### src/rtl/regfile_param.sv
// regfile_param: parametrised register file with byte-enable writes, optional bypass and zero-register,
// and a sequential clear engine that zeroes one register per cycle.
module regfile_param #(
    parameter int WIDTH   = 32,
    parameter int ADDR_W  = 2,
    parameter int ZERO_R0 = 0,
    parameter int BYPASS  = 1
) (
    input  logic                 clk,
    input  logic                 reset,
    input  logic [ADDR_W-1:0]    readReg1,
    input  logic [ADDR_W-1:0]    readReg2,
    input  logic [ADDR_W-1:0]    writeReg,
    input  logic [WIDTH-1:0]     writeData,
    input  logic                 regWrite,
    input  logic [WIDTH/8-1:0]   byteEn,
    input  logic                 clearReq,
    output logic [WIDTH-1:0]     readData1,
    output logic [WIDTH-1:0]     readData2,
    output logic                 busy,
    output logic                 writeDrop
);
    localparam int DEPTH = 2 ** ADDR_W;
    localparam int NB = WIDTH / 8;
    localparam logic [ADDR_W-1:0] LAST = '1;

    typedef enum logic {IDLE, CLEAR} state_t;

    state_t              state_q, state_d;
    logic [ADDR_W-1:0]   ptr_q, ptr_d;
    logic                write_drop_q, write_drop_d;
    logic [WIDTH-1:0]    regs_q [DEPTH];
    logic [WIDTH-1:0]    regs_d [DEPTH];
    logic [WIDTH-1:0]    merged;
    logic                write_ok;

    assign busy      = state_q == CLEAR;
    assign writeDrop = write_drop_q;
    assign write_ok  = regWrite && !busy;

    // Stored word with the enabled bytes replaced; shared by the write path and the bypass.
    always_comb begin
        merged = regs_q[writeReg];
        for (int b = 0; b < NB; b++)
            if (byteEn[b]) merged[8*b +: 8] = writeData[8*b +: 8];
    end

    always_comb begin
        regs_d = regs_q;
        if (write_ok && !(ZERO_R0 != 0 && writeReg == '0)) regs_d[writeReg] = merged;
        if (busy) regs_d[ptr_q] = '0;
        state_d      = busy ? ((ptr_q == LAST) ? IDLE : CLEAR) : (clearReq ? CLEAR : IDLE);
        ptr_d        = busy ? ptr_q + 1'b1 : '0;
        write_drop_d = regWrite && busy;
    end

    assign readData1 = (ZERO_R0 != 0 && readReg1 == '0) ? '0 :
                       (BYPASS != 0 && write_ok && writeReg == readReg1) ? merged : regs_q[readReg1];
    assign readData2 = (ZERO_R0 != 0 && readReg2 == '0) ? '0 :
                       (BYPASS != 0 && write_ok && writeReg == readReg2) ? merged : regs_q[readReg2];

    always_ff @(posedge clk or posedge reset) begin
        if (reset) begin
            state_q      <= IDLE;
            ptr_q        <= '0;
            write_drop_q <= 1'b0;
            regs_q       <= '{default: '0};
        end else begin
            state_q      <= state_d;
            ptr_q        <= ptr_d;
            write_drop_q <= write_drop_d;
            regs_q       <= regs_d;
        end
    end
endmodule
### config.mk
export PLATFORM = sky130hd
export DESIGN_NAME = regfile_param
export DESIGN_NICKNAME = d
export VERILOG_FILES = /design/src/rtl/regfile_param.sv
export SDC_FILE = /design/constraint.sdc
export NUM_CORES = 1
export LEC_CHECK = 0
export ABC_AREA = 1
export CAP_MARGIN = 15
export CORE_ASPECT_RATIO = 1.4
export CORE_MARGIN = 1.5
export CORE_UTILIZATION = 25
export CTS_CLUSTER_SIZE = 10
export DETAILED_ROUTE_END_ITERATION = 7
export GPL_ROUTABILITY_DRIVEN = 1
export PLACE_DENSITY = 0.49
export SYNTH_ARGS = -nofsm -noshare
export SYNTH_HDL_FRONTEND = slang
export SYNTH_SLANG_ARGS = --single-unit
### constraint.sdc
create_clock -name clk -period 10.44 [get_ports clk]
set_clock_uncertainty 0.15 [all_clocks]
set_input_delay 2.088 -clock clk [delete_from_list [all_inputs] [get_ports clk]]
set_output_delay 2.088 -clock clk [all_outputs]
set_load 0.03 [all_outputs]
* Word level (Yosys, flattened, before mapping) *
Index checks and enable logic that the tools add are counted.

operators by class
  $add $sub $neg = 1
  magnitude comparators = 6
  eq/ne operators = 3
  muxes and demuxes = 26
  bitwise gates (word level) = 6
  reduce and logical (&&, ||, !) cells = 7

operators with widths
  kind                                                                           number
  32-bit two-way mux                                                             10
  128-bit two-way mux                                                            2
  32-bit binary-select mux with 2-bit select                                     3
  128-bit AND                                                                    1
  128-bit bitwise mux                                                            1
  32-bit demux with 2-bit select                                                 2
  128-bit NOT                                                                    1
  8-bit two-way mux                                                              4
  3-bit >= comparator (second input constant)                                    4
  2-bit NOT with 3-bit output                                                    4
  1-bit logical AND                                                              6
  3-bit by 1-bit less-than comparator with 1-bit output (second input constant)  2
  2-bit equality test                                                            2
  1-bit two-way mux                                                              3
  2-bit by 1-bit adder with 2-bit output (second input constant)                 1
  2-bit equality test (second input constant)                                    1
  2-bit two-way mux                                                              1
  1-bit zero test                                                                1

storage, ports and cells
  flip-flop bits (word level) = 132
  output and inout bits = 66

* Logic depth before layout (Yosys ltp) *
  depth after elaboration = 9
  depth in mapped cells = 10
  depth with buffers taken out = 7

* Worst setup path after synthesis *
OpenSTA, ideal clock, no wires.

  kind = input -> output
  start = input writeReg[0]
  end = output readData1[1]
  arrival time = 3.552 ns
  data required time = 8.202 ns
  setup slack = 4.650 ns
  stages = 10
  buffers on the path = 3
  cell sequence = buf_6 > inv_6 > buf_6 > buf_4 > nand2_1 > nand2_1 > nand2_1 > nand3_1 > nand2_2 > o21ai_0

on the way
  cells in the longest elaborated chain, start to end = 6

ends and longest elaborated chain
  item                                                   line  RTL
  start, declared                                        13    input logic [ADDR_W-1:0] writeReg,
  2-bit NOT with 3-bit output (implied by the code)      43    merged = regs_q[writeReg];
  32-bit binary-select mux with 2-bit select             43
  32-bit two-way mux (implied by the code) (2 in a row)  43
  8-bit two-way mux                                      45    if (byteEn[b]) merged[8*b +: 8] = writeData[8*b +: 8];
  32-bit two-way mux *                                   58    (BYPASS != 0 && write_ok && writeReg == readReg1) ? merged : regs_q[readReg1];
  end, declared                                          18    output logic [WIDTH-1:0] readData1,

Every way passes the cells marked *; elsewhere a longest branch is shown, timed or not. The select of a mux whose other input is x is not followed.

* Worst setup path after layout *
  start = input readReg2[0]
  end = output readData2[26]

on the way
  cells in the longest elaborated chain, start to end = 5

ends and longest elaborated chain
  item                                                   line  RTL
  start, declared                                        12    input logic [ADDR_W-1:0] readReg2,
  2-bit NOT with 3-bit output (implied by the code)      60    (BYPASS != 0 && write_ok && writeReg == readReg2) ? merged : regs_q[readReg2];
  32-bit binary-select mux with 2-bit select             60
  32-bit two-way mux (implied by the code) (2 in a row)  60
  32-bit two-way mux *                                   60
  end, declared                                          19    output logic [WIDTH-1:0] readData2,

Marked as above.

==> impl_results.md <==
* Outcome: finished, final reports clean
* Setup crit end kind: output port
* Seq/Total Area, Yosys at 35.9%
* CTS max path bufs at 2
* Final min period at 7.74 ns
* CP Launch Type: input port
* First-pass GRT wire length at 54900 um
* FP Rows at 83
* Setup ws final at 2.70 ns
* Layout cell share with drive strength beyond 1 at 9.34%
* Top Metal Used: met4
* MaxCap Viol Count at 0
* Flops & latches, synth at 132
* Cts repair resizes at 0
* Clock Latency Late Sink at 0.43 ns
* TritonCTS clock tree: done
* Worst rel slew slack at 33.1%
* Gr usage total at 19.1%
* Hold Path Stages at 1
* CP max stage cell: clkdlybuf4s50_1
* I/O Pins at 112
* Period utilization at 74.1%
* Worst Hold Class: register to register
* Final Power at 2780 uW
* Met1 wire length at 15600 um
* Depth of the CTS H-tree at 4
* Util after Layout at 30.3%
* VDD IR-drop max at 0.0000931 V
* Pwr Density at 251 nW/um2
* Hold Buf Count CTS at 0
* Post-CTS setup buffers at 0
* Vias in the first global route at 9140
* Syn nets at 1418
* DRC viols at 0
* Placement Setup Slack at 2.68 ns
* Worst EP required at 8.20 ns
* Largest net degree at the start of global routing at 90
* Crit path max fanout at 89
* Initial antenna violation count at 0
* Final setup viols at 0
* Die area at 38000 um2
* Worst stage delay on the critical path at 0.70 ns
* Endpoints failing hold at 0
* Final slew viol count at 0
* Routability congestion estimate at 0.797
* Root buffer cell: clkbuf_16
* Kind of critical path: input port to output port
* Cell variety after synth at 24
* Layout Nets at 1450
* FF-to-FF path depth at 6
* Warnings from Yosys at 0
* CTS clock-pin slew for the worst setup and hold paths at 0.06 ns
* Tightest Pin Transition at 1.00 ns
* Routed wire per std cell at 19.0 um
* Metal2 WL at 17400 um
* ANT cells at 0
* Cell mode on critical path: buf_4
* Via Count at 9612
* Die Wd at 165 um
* Core ar. at 36500 um2
* Maximum clock frequency at 129 MHz
* DR iter-0 viols at 821
* Pre-antenna DRT Iters at 5
* Area grow syn2layout at 20.2%
* Setup TNS at 0 ns
* Grt ovf at 0
* Initial Util at 25.2%
* Routed WL at 35700 um
* I/O Buffers at 111
* Detailed Place HPWL at 20800 um
* Met3 WL at 1950 um
* Critical Path AT at 5.50 ns
* Hold Slack at 0.356 ns
* Synth Instances at 1368
* Die Ht at 230 um
* Cts bufs inserted at 17
* Clk sinks at 132
* RSZ-0062 raised after global routing: no
* Pleak at 0.00479 uW
* Syn avg cell area at 6.73 um2
* Critical path, cell by cell: buf_2, buf_4, inv_1, buf_4, nand2_1, nand3_2, buf_4, o21ai_1, clkdlybuf4s50_1
* Vias per Instance at 5.11
* Antenna Violating Nets Remaining at 0
* Cell area after synthesis at 9200 um2
cell usage after synthesis:
library cell | n | area share, %
nand2_1 | 312 | 13
a21oi_1 | 224 | 12
o21ai_0 | 187 | 10
o21ai_1 | 168 | 9.1
dfrtp_1 | 132 | 36
inv_1 | 60 | 2.4
nand3_1 | 56 | 3.0
buf_2 | 41 | 2.2
clkbuf_1 | 36 | 1.5
nor2_1 | 35 | 1.4
or2_2 | 32 | 2.2
nand2_2 | 31 | 2.1
buf_4 | 14 | 1.1
buf_1 | 10 | 0.41
buf_6 | 10 | 1.2
clkbuf_2 | 4 | 0.22
ha_1 | 4 | 0.54
nor3_4 | 4 | 0.71
nand3_2 | 2 | 0.22
xnor2_1 | 2 | 0.19
inv_2 | 1 | 0.041
inv_4 | 1 | 0.068
inv_6 | 1 | 0.095
nand2_4 | 1 | 0.12
cells in the final DEF, fill, tap and decap left out:
cell,n
a21oi_1,224
buf_16,1
buf_2,5
buf_4,17
bufinv_16,5
clkbuf_16,17
clkbuf_8,1
clkdlybuf4s50_1,105
clkinv_2,4
clkinv_4,1
clkinvlp_4,4
dfrtp_1,132
ha_1,4
inv_1,59
inv_2,1
inv_4,2
inv_6,1
nand2_1,309
nand2_2,34
nand2_4,1
nand3_1,56
nand3_2,2
nor2_1,35
nor3_4,4
o21ai_0,187
o21ai_1,168
or2_2,32
xnor2_1,2
sequential cells by signal (all words and copies together), names as in the netlist:
register,count
writeDrop,1
ptr_q,2
busy,1
regs_q,128
worst paths after layout:
path                       slack, ns          startpoint                     to
setup reg to reg                7.71      busy$_DFF_PP0_   regs_q[66]$_DFF_PP0_
setup / recovery                2.70         readReg2[0]          readData2[26]
hold reg to reg                 0.36  ptr_q[0]$_DFF_PP0_     ptr_q[0]$_DFF_PP0_
max in group asynchronous       6.53               reset  regs_q[112]$_DFF_PP0_
min in group asynchronous       2.06               reset  regs_q[114]$_DFF_PP0_
hold / removal                  0.36  ptr_q[0]$_DFF_PP0_     ptr_q[0]$_DFF_PP0_
cells by family (layout without fill, tap and decap cells):
kind of cell,count (synthesis),after routing,share of synthesized area (%)
DFF,132,132,35.9
buffers and inverters,178,223,9.34
xor gates and xnor gates,2,2,0.190
AOI/OAI and AO/OA,579,579,31.5
adders and majority gates,4,4,0.544
and+or+nand+nor,473,473,22.5
report_power, final:
group          total, uW  leakage [uW]  internal (uW)  switching [uW]
clock network        671      0.000308            428             243
registers            903       0.00173            709             194
logic               1200       0.00275            441             762
total               2780       0.00479           1580            1200
final cells by class:
type | instances | area [um2]
Clock inverter | 14 | 209
Clock buffer | 18 | 439
Sequential cell | 132 | 3300
Inverter | 63 | 246
Multi-Input combinational cell | 1058 | 5050
Timing Repair Buffer | 128 | 1230
Tap cell | 467 | 584
Fill cell | 3934 | 25400
metal layers:
metal	GRT usage, %	vias to the layer above
met4	6.73	0
met5	0	-
met3	3.05	38
met2	31.9	366
met1	24.5	4513
li1	-	4695
critical path: cells and delay by family:
kind | cells | cell delay, ns
buf+inv | 6 | 2.34
compound gates | 1 | 0.21
simple gates | 2 | 0.76
through the flow:
step           std cells  cell area, um2
6_report            1880           11100
5_1_grt             1880           11100
4_1_cts             1879           11000
3_5_place_dp        1847           10400
3_3_place_gp        1847           10400
2_1_floorplan       1368            9200
(Power assumes the default switching activity.)
